`src/rtl/phase_seq_gen.sv`:
```
// Multi-phase instruction-cycle sequencer: IDLE/RUN/HALTED FSM with fetch/ALU strobes.
// Define PHASE_SEQ_CYCLE_CNT_EN to build the 16-bit started-cycle counter.
module phase_seq_gen #(
  parameter int unsigned NUM_PHASES = 8,
  parameter int unsigned FETCH_LEN  = 4,
  parameter int unsigned ALU_PHASE  = 5,
  parameter int unsigned PH_W       = 4
) (
  input  logic            sys_clk,
  input  logic            rst_n,
  input  logic            hold,
  input  logic            halt,
  input  logic            step,
  output logic            clk,
  output logic            fetch,
  output logic            alu_ena,
  output logic [PH_W-1:0] phase,
  output logic            cycle_start,
  output logic [15:0]     cycle_cnt
);

  if (NUM_PHASES < 2 || NUM_PHASES > 16) begin : g_np_chk
    $error("phase_seq_gen: NUM_PHASES must be 2..16");
  end
  if (FETCH_LEN < 1 || FETCH_LEN > NUM_PHASES - 1) begin : g_fl_chk
    $error("phase_seq_gen: FETCH_LEN must be 1..NUM_PHASES-1");
  end
  if (ALU_PHASE < FETCH_LEN || ALU_PHASE > NUM_PHASES - 1) begin : g_alu_chk
    $error("phase_seq_gen: ALU_PHASE must be FETCH_LEN..NUM_PHASES-1");
  end
  if (PH_W < 1 || PH_W < $clog2(NUM_PHASES)) begin : g_phw_chk
    $error("phase_seq_gen: PH_W too narrow for NUM_PHASES");
  end

  localparam logic [PH_W-1:0] LAST_PH   = PH_W'(NUM_PHASES - 1);
  localparam logic [PH_W-1:0] ALU_PRE   = PH_W'(ALU_PHASE - 1);
  localparam logic [PH_W-1:0] FETCH_END = PH_W'(FETCH_LEN);

  typedef enum logic [1:0] {IDLE, RUN, HALTED} state_t;

  state_t          state_q, state_d;
  logic [PH_W-1:0] phase_q, phase_d;
  logic            single_q, single_d;
  logic            fetch_q, fetch_d;
  logic            alu_q, alu_d;
  logic            cs_q, cs_d;

  always_ff @(posedge sys_clk or negedge rst_n) begin
    if (!rst_n) begin
      state_q  <= IDLE;
      phase_q  <= '0;
      single_q <= 1'b0;
      fetch_q  <= 1'b0;
      alu_q    <= 1'b0;
      cs_q     <= 1'b0;
    end else begin
      state_q  <= state_d;
      phase_q  <= phase_d;
      single_q <= single_d;
      fetch_q  <= fetch_d;
      alu_q    <= alu_d;
      cs_q     <= cs_d;
    end
  end

  always_comb begin
    state_d  = state_q;
    phase_d  = phase_q;
    single_d = single_q;
    cs_d     = 1'b0;
    case (state_q)
      IDLE: begin
        state_d  = RUN;
        phase_d  = '0;
        single_d = 1'b0;
        cs_d     = 1'b1;
      end
      RUN: begin
        if (!hold) begin
          if (phase_q == LAST_PH) begin
            phase_d = '0;
            // A stepped cycle re-halts even if halt was dropped meanwhile.
            if (halt || single_q) begin
              state_d  = HALTED;
              single_d = 1'b0;
            end else begin
              cs_d = 1'b1;
            end
          end else begin
            phase_d = phase_q + PH_W'(1);
          end
        end
      end
      HALTED: begin
        if (!halt || step) begin
          state_d  = RUN;
          phase_d  = '0;
          single_d = halt;
          cs_d     = 1'b1;
        end
      end
      default: begin
        state_d = IDLE;
        phase_d = '0;
      end
    endcase
    fetch_d = (state_d == RUN) && (phase_d < FETCH_END);
    // Fires only on the increment into ALU_PHASE, so a held phase cannot repeat it.
    alu_d   = (state_q == RUN) && !hold && (phase_q == ALU_PRE);
  end

  assign clk         = sys_clk;
  assign fetch       = fetch_q;
  assign alu_ena     = alu_q;
  assign phase       = phase_q;
  assign cycle_start = cs_q;

`ifdef PHASE_SEQ_CYCLE_CNT_EN
  logic [15:0] cnt_q;

  always_ff @(posedge sys_clk or negedge rst_n) begin
    if (!rst_n) begin
      cnt_q <= '0;
    end else if (cs_d) begin
      cnt_q <= cnt_q + 16'd1;
    end
  end

  assign cycle_cnt = cnt_q;
`else
  assign cycle_cnt = '0;
`endif

endmodule

```
`config.mk`:
```
export PLATFORM = sky130hd
export DESIGN_NAME = phase_seq_gen
export DESIGN_NICKNAME = d
export VERILOG_FILES = /design/src/rtl/phase_seq_gen.sv
export SDC_FILE = /design/constraint.sdc
export NUM_CORES = 1
export LEC_CHECK = 0
export BUFFER_PORTS_ARGS = -buffer_cell sky130_fd_sc_hd__buf_4
export CORE_MARGIN = 4
export CORE_UTILIZATION = 40
export CTS_BUF_LIST = sky130_fd_sc_hd__clkbuf_8 sky130_fd_sc_hd__clkbuf_16
export DETAILED_ROUTE_END_ITERATION = 12
export PLACE_DENSITY = 0.67
export REMOVE_ABC_BUFFERS = 1
export SETUP_SLACK_MARGIN = 0.5
export SLEW_MARGIN = 10
export SYNTH_ARGS = -nofsm -noshare
export SYNTH_HDL_FRONTEND = slang
export SYNTH_SLANG_ARGS = --single-unit
```
`constraint.sdc`:
```
create_clock -name sys_clk -period 3.23 [get_ports sys_clk]
set_input_delay 0.1615 -clock sys_clk [delete_from_list [all_inputs] [get_ports sys_clk]]
set_output_delay 0.1615 -clock sys_clk [all_outputs]
set_load 0.05 [all_outputs]
```
==> results of run 1 <==
-- area by class of cell --
class                   count  area share, %
multi-input cells          60           46.7
flip-flops and latches     10           26.5
repair buffers             12           9.79
inverters                   7           2.78
clock buffers               8           11.0
well taps                  25           3.31
-- where the power goes --
part / leakage [nW] / internal [mW] / switching (mW)
logic: 0.309 / 0.120 / 0.227
clock network: 0.0551 / 0.202 / 0.116
registers: 0.130 / 0.160 / 0.0319
-- state kept, by name (all words and copies together), names as in the netlist --
| register | flops |
|---|---|
| cycle_start | 1 |
| alu_ena | 1 |
| phase | 4 |
| state_q | 2 |
| fetch | 1 |
| single_q | 1 |
-- cell families (layout without fill, tap and decap cells) --
group,Yosys count,in the layout
buf+inv,26,27
flops,10,10
simple gates,19,19
compound gates,17,17
fa+ha+maj,7,7
other cells,1,16
mux,1,1
-- layer usage --
metal  up-vias  wire (um)
li1        276          -
met1       252        617
met2        37        634
met3         2        183
met4         0          4
met5         -          0
-- critical path: stages --
cell and delay, ns:
clkbuf_8 0.11, clkbuf_8 0.12, buf_4 0.18
-- metrics by stage --
step | utilization, % | instances | area, um2 | setup slack [ns]
6_report | 52.0 | 122 | 946 | 1.05
5_1_grt | 52.0 | 122 | 946 | 1.04
4_1_cts | 52.0 | 122 | 946 | 1.04
2_1_floorplan | - | 77 | 718 | 1.45
3_3_place_gp | 46.1 | 114 | 840 | 1.29
3_5_place_dp | 46.1 | 114 | 840 | 1.29
-- worst max-delay path by stage --
stage            start  end  slack, ns  depth (start not counted)
2_1_floorplan  sys_clk  clk       1.45                          0
3_3_place_gp   sys_clk  clk       1.29                          1
3_5_place_dp   sys_clk  clk       1.29                          1
4_1_cts        sys_clk  clk       1.04                          3
5_1_grt        sys_clk  clk       1.04                          3
6_report       sys_clk  clk       1.05                          3
-- synth_stat cells, drive strengths merged --
master	count	share of area, %
buf	19	18
dfrtp	10	31
ha	7	11
inv	6	2.8
a21oi	5	3.1
nor2	4	1.9
o21ai	3	1.9
and3b	2	2.2
and4b	2	2.9
nand2b	2	1.6
nand3	2	1.2
a21o	1	0.93
a22o	1	1.1
a22oi	1	0.93
a31oi	1	0.78
clkinv	1	0.47
conb	1	0.47
mux2	1	1.9
nand2	1	0.47
nand4	1	1.6
nand4bb	1	3.4
nor2b	1	0.78
nor3	1	0.62
nor3b	1	1.6
nor4b	1	1.9
o211ai	1	1.6
o21a	1	1.1
o21bai	1	1.4
o22ai	1	0.78
o31a	1	1.1
==> summary.txt, run 1 <==
Outcome
  • Status: finished clean

Setup path
  • CP endpoint kind: primary output
  • Peak fanout along the critical path: 2
  • Critical path class: clock port to primary output
  • R2R depth: 6
  • Reg2Reg Launch Point: state_q[0]
  • Data required, critical path: 3.07 ns
  • Crit start category: clock port
  • FF-to-FF End: phase[0]
  • CP arrival: a little over 2 ns
  • Worst R2R Setup Slack: ~1.5 ns

Floorplanning
  • Full die area: between 2000 and 3000 um2
  • IO Pins: 29
  • CORE AREA: between 1500 and 2000 um2
  • Placement Rows: 15
  • Die height: approximately 53 um
  • Die W: between 50 and 60 um
  • Initial Util: about 44%

Pwr
  • Maximum vdd drop: around 0.64 mV
  • Pleak: approximately 0.5 nW
  • Power per cell area: roughly 900 nW/um2
  • Total Power: around 0.86 mW

Synthesis
  • Post-synthesis simple-gate area fraction: 20.0%
  • Post-Syn Instances: around 80
  • Area share of fa/ha/maj cells after synthesis: between 10% and 20%
  • Netlist cell types: 34
  • Sequential area share after synthesis: ~31%
  • Yosys Warn Count: 0
  • Post-Synth XOR/XNOR Area: 0%
  • Syn Area/Cell: roughly 9.9 um2
  • Largest family of logic cells by synthesized area: buffers and inverters
  • Register bit count reported by yosys: 10
  • Post-synthesis compound-gate area fraction: 14.6%
  • Mapped cell area: approximately 810 um2
  • Mux contribution to synthesized area: around 1.9%

GRT
  • GRT Util Overall: approximately an eighth
  • Vias in the first global route: 566
  • Global route total overflow: 0
  • Busiest grt layer: met2
  • Initial antenna violation count: 0
  • Met1 GRT Util: a little over an eighth
  • Largest net degree at the start of global routing: 11
  • First-pass GRT wire length: around 2300 um
  • Met3 GRT Util: around 7.3%
  • Grt met2 use: a little under a fifth

Drt
  • Iteration-0 DRC Markers: 14
  • Drt pass-1 iters: 4
  • Vias per cell: between 4 and 5
  • # DRC: 0
  • Vias: between 500 and 600
  • Routed WL: around 1400 um
  • Post-DRT Antenna Nets: 0
  • Avg WL per Cell: between 10 and 15 um

Place
  • Global placement routability congestion: between 0.8 and 0.9
  • Hpwl dp: 1110 um
  • Buffers on Ports: 12

Layout
  • Sequential Area: 250 um2
  • Nets: 110
  • Multi-input gate area: ~440 um2
  • Most frequent cells in the layout: conb_1, buf_4, dfrtp_1, ha_1, clkbuf_8
  • Commonest non-fill, non-tap cell in the layout: conb_1
  • Antenna Diode Count: 0
  • Share of cells above drive strength 1: approximately 29%
  • FILL cells: between 150 and 200
  • Layout area overhead: 17.4%

Hold path
  • Min-Delay Path Class: primary input to flip-flop
  • HP Start: step
  • WHS Endpoint: single_q
  • Cells on Worst Hold Path: 3

STA
  • Final hold vios: 0
  • Unrepaired setup endpoints after global routing: no
  • Final setup viols: 0
  • Hold_ws: roughly 0.12 ns
  • Final setup TNS: 0 ns
  • Pins Over Slew Limit: 0
  • Skew final: 0.00535 ns

CTS
  • Postcts setup bufs: 0
  • Clock slew at reported path FFs: 0.05 ns
  • Post-CTS Hold Buffers: 1
  • Clk Latency, worst-skew pair: 0.34 ns
  • Post-CTS Resized: 0
  • CTS tree: yes

Run
  • Maxcap violations: 0
No activity file was read; power rests on OpenSTA's default activity.
==> run 2, diff against run 1 <==
Settings changed: PLACE_DENSITY 0.67 to 0.69.
Clock period 3.23 ns to 1.9 ns, I/O delays scaled along.
==> summary.txt, run 2 (synthesized netlist as in run 1, its figures left out) <==
Place
  • Post-place setup slack: 0.210 ns (-1.08 ns)
  • Placed inst area: 840 um2 (unchanged)
  • Buffers on Ports: 12 (unchanged)
  • Global placement routability congestion: 0.751 (-13%)
  • Hpwl dp: 1090 um (-1.2%)

Pwr
  • Maximum vdd drop: 1.71 mV (+160%)
  • Switch share: 42.6% (-1.2 points)
  • Internal: 0.979 mW (+100%)
  • Psw: 0.726 mW (+93%)
  • Clock network power share: 35.7% (-1.5 points)
  • Total Power: 1.71 mW (+99%)
  • Pleak: 0.543 nW (+9.8%)
  • Share of power burned in combinational logic: 44.8% (+4.3 points)
  • Power per cell area: 1550 nW/um2 (+71%)
  • Seq pwr share: 19.6% (-2.8 points)

GRT
  • First-pass GRT wire length: 2900 um (+24%)
  • Global route total overflow: 0 (unchanged)
  • Largest net degree at the start of global routing: 11 (unchanged)
  • GRT Util Overall: 14.8% (+2.7 points)
  • Vias in the first global route: 644 (+14%)
  • Initial antenna violation count: 0 (unchanged)

Layout
  • Layout area overhead: 36.8%
  • Share of cells above drive strength 1: 48.6% (+20 points)
  • FILL cells: 165 (-4.6%)
  • Cell area after layout: 1100 um2 (+17%)
  • Commonest non-fill, non-tap cell in the layout: buf_4
  • Most frequent cells in the layout: buf_4, conb_1, dfrtp_1, clkbuf_8
  • Antenna Diode Count: 0 (unchanged)
  • Largest register FFs: 4 (unchanged)
  • Nets: 120 (+9.1%)

Drt
  • Routed WL: 1830 um (+27%)
  • Vias per cell: 4.77 (+2.7%)
  • Iteration-0 DRC Markers: 3 (-11)
  • # DRC: 0 (unchanged)
  • Vias: 630 (+11%)
  • Drt pass-1 iters: 4 (unchanged)
  • Post-DRT Antenna Nets: 0 (unchanged)
  • Avg WL per Cell: 13.9 um (+18%)

Floorplanning
  • Die height: 52.9 um (unchanged)
  • Initial Util: 44.3% (unchanged)
  • Die W: 52.9 um (unchanged)
  • CORE AREA: 1820 um2 (unchanged)
  • IO Pins: 29 (unchanged)
  • Full die area: 2800 um2 (unchanged)
  • Placement Rows: 15 (unchanged)

STA
  • Fmax achieved: around 0.66 GHz
  • Hold_ws: 0.0681 ns (-0.0498 ns)
  • Skew final: 0.000562 ns (-0.00479 ns)
  • Period utilization: 79.2%
  • Fin crit period: 1.51 ns
  • Final setup viols: 0 (unchanged)
  • Setup ws final: 0.394 ns (-0.657 ns)
  • Unrepaired setup endpoints after global routing: yes
  • Final hold vios: 0 (unchanged)
  • Final setup TNS: 0 ns (unchanged)
  • Pins Over Slew Limit: 0 (unchanged)

Setup path
  • CP endpoint kind: flip-flop
  • Crit start category: flip-flop
  • Data required, critical path: 2.13 ns (-0.94 ns)
  • CP arrival: 1.73 ns (-0.29 ns)
  • Peak fanout along the critical path: 5 (+3)
  • CP max-delay cell: dfrtp_1
  • Cells along the critical path: inv_2 -> ha_4 -> and3b_2 -> nor3b_2 -> mux2_4 -> a22o_1
  • Critical path class: flip-flop to flip-flop
  • Max incr delay on CP: 0.38 ns (+0.20 ns)

CTS
  • CTS tree: yes
  • Clk Latency, worst-skew pair: 0.34 ns (about the same)
  • Clock slew at reported path FFs: 0.05 ns (about the same)

Hold path
  • Min-Delay Path Class: primary input to flip-flop

Run
  • Maxcap violations: 0 (unchanged)

Outcome
  • Status: finished clean
[run 2: final cells by class]
| cell class | count | area [um2] | area share (%) |
|---|---|---|---|
| flip-flops and latches | 10 | 254 | 23.0 |
| well taps | 25 | 31.3 | 2.84 |
| clock buffers | 8 | 114 | 10.3 |
| inverters | 7 | 26.3 | 2.38 |
| repair buffers | 22 | 168 | 15.2 |
| multi-input cells | 60 | 509 | 46.2 |
[run 2: worst paths after layout]
path	depth (start not counted)	slack (ns)	startpoint	end
max in group asynchronous	2	1.62	rst_n	state_q[1]
min in group asynchronous	2	0.12	rst_n	single_q
min reg2reg	2	0.55	single_q	single_q
max	6	0.39	state_q[0]	phase[0]
min	3	0.07	step	single_q
max reg2reg	6	0.39	state_q[0]	phase[0]
[run 2: timing repair]
item                                    4_1_cts  5_1_grt
hold buffers                                  1        0
endpoints found under the setup margin        8        6
hold endpoints to repair                     10        0
pin swaps                                     3        5
setup buffers                                 6        4
resized for setup                            17        5
[run 2: critical path: cells and delay by family, from the launching register on]
| kind | cells | cell delay, ns |
|---|---|---|
| fa+ha+maj | 1 | 0.16 |
| flops | 1 | 0.38 |
| compound gates | 1 | 0.17 |
| mux | 1 | 0.25 |
| simple gates | 2 | 0.32 |
| buf+inv | 1 | 0.11 |
[run 2: metrics by stage]
step                util, %  instances
floorplan                 -         77
global placement       46.1        114
detailed placement     46.1        114
CTS                    58.3        128
global route           60.5        132
finish                 60.5        132
[run 2: power groups by stage]
stage	clock network, mW	registers [mW]	logic (mW)
global placement	0.113	0.326	0.590
finish	0.608	0.333	0.763
floorplan	0	0.458	0.327
global route	0.634	0.342	0.816
detailed placement	0.113	0.331	0.591
CTS	0.564	0.334	0.704
[run 2: metal layers]
layer	GRT usage, %	vias up	share of wire [%]
met5	0	-	0
met4	5.53	0	0.60
met3	7.89	3	8.8
met2	23.8	33	51
met1	16.3	298	39
li1	-	296	-
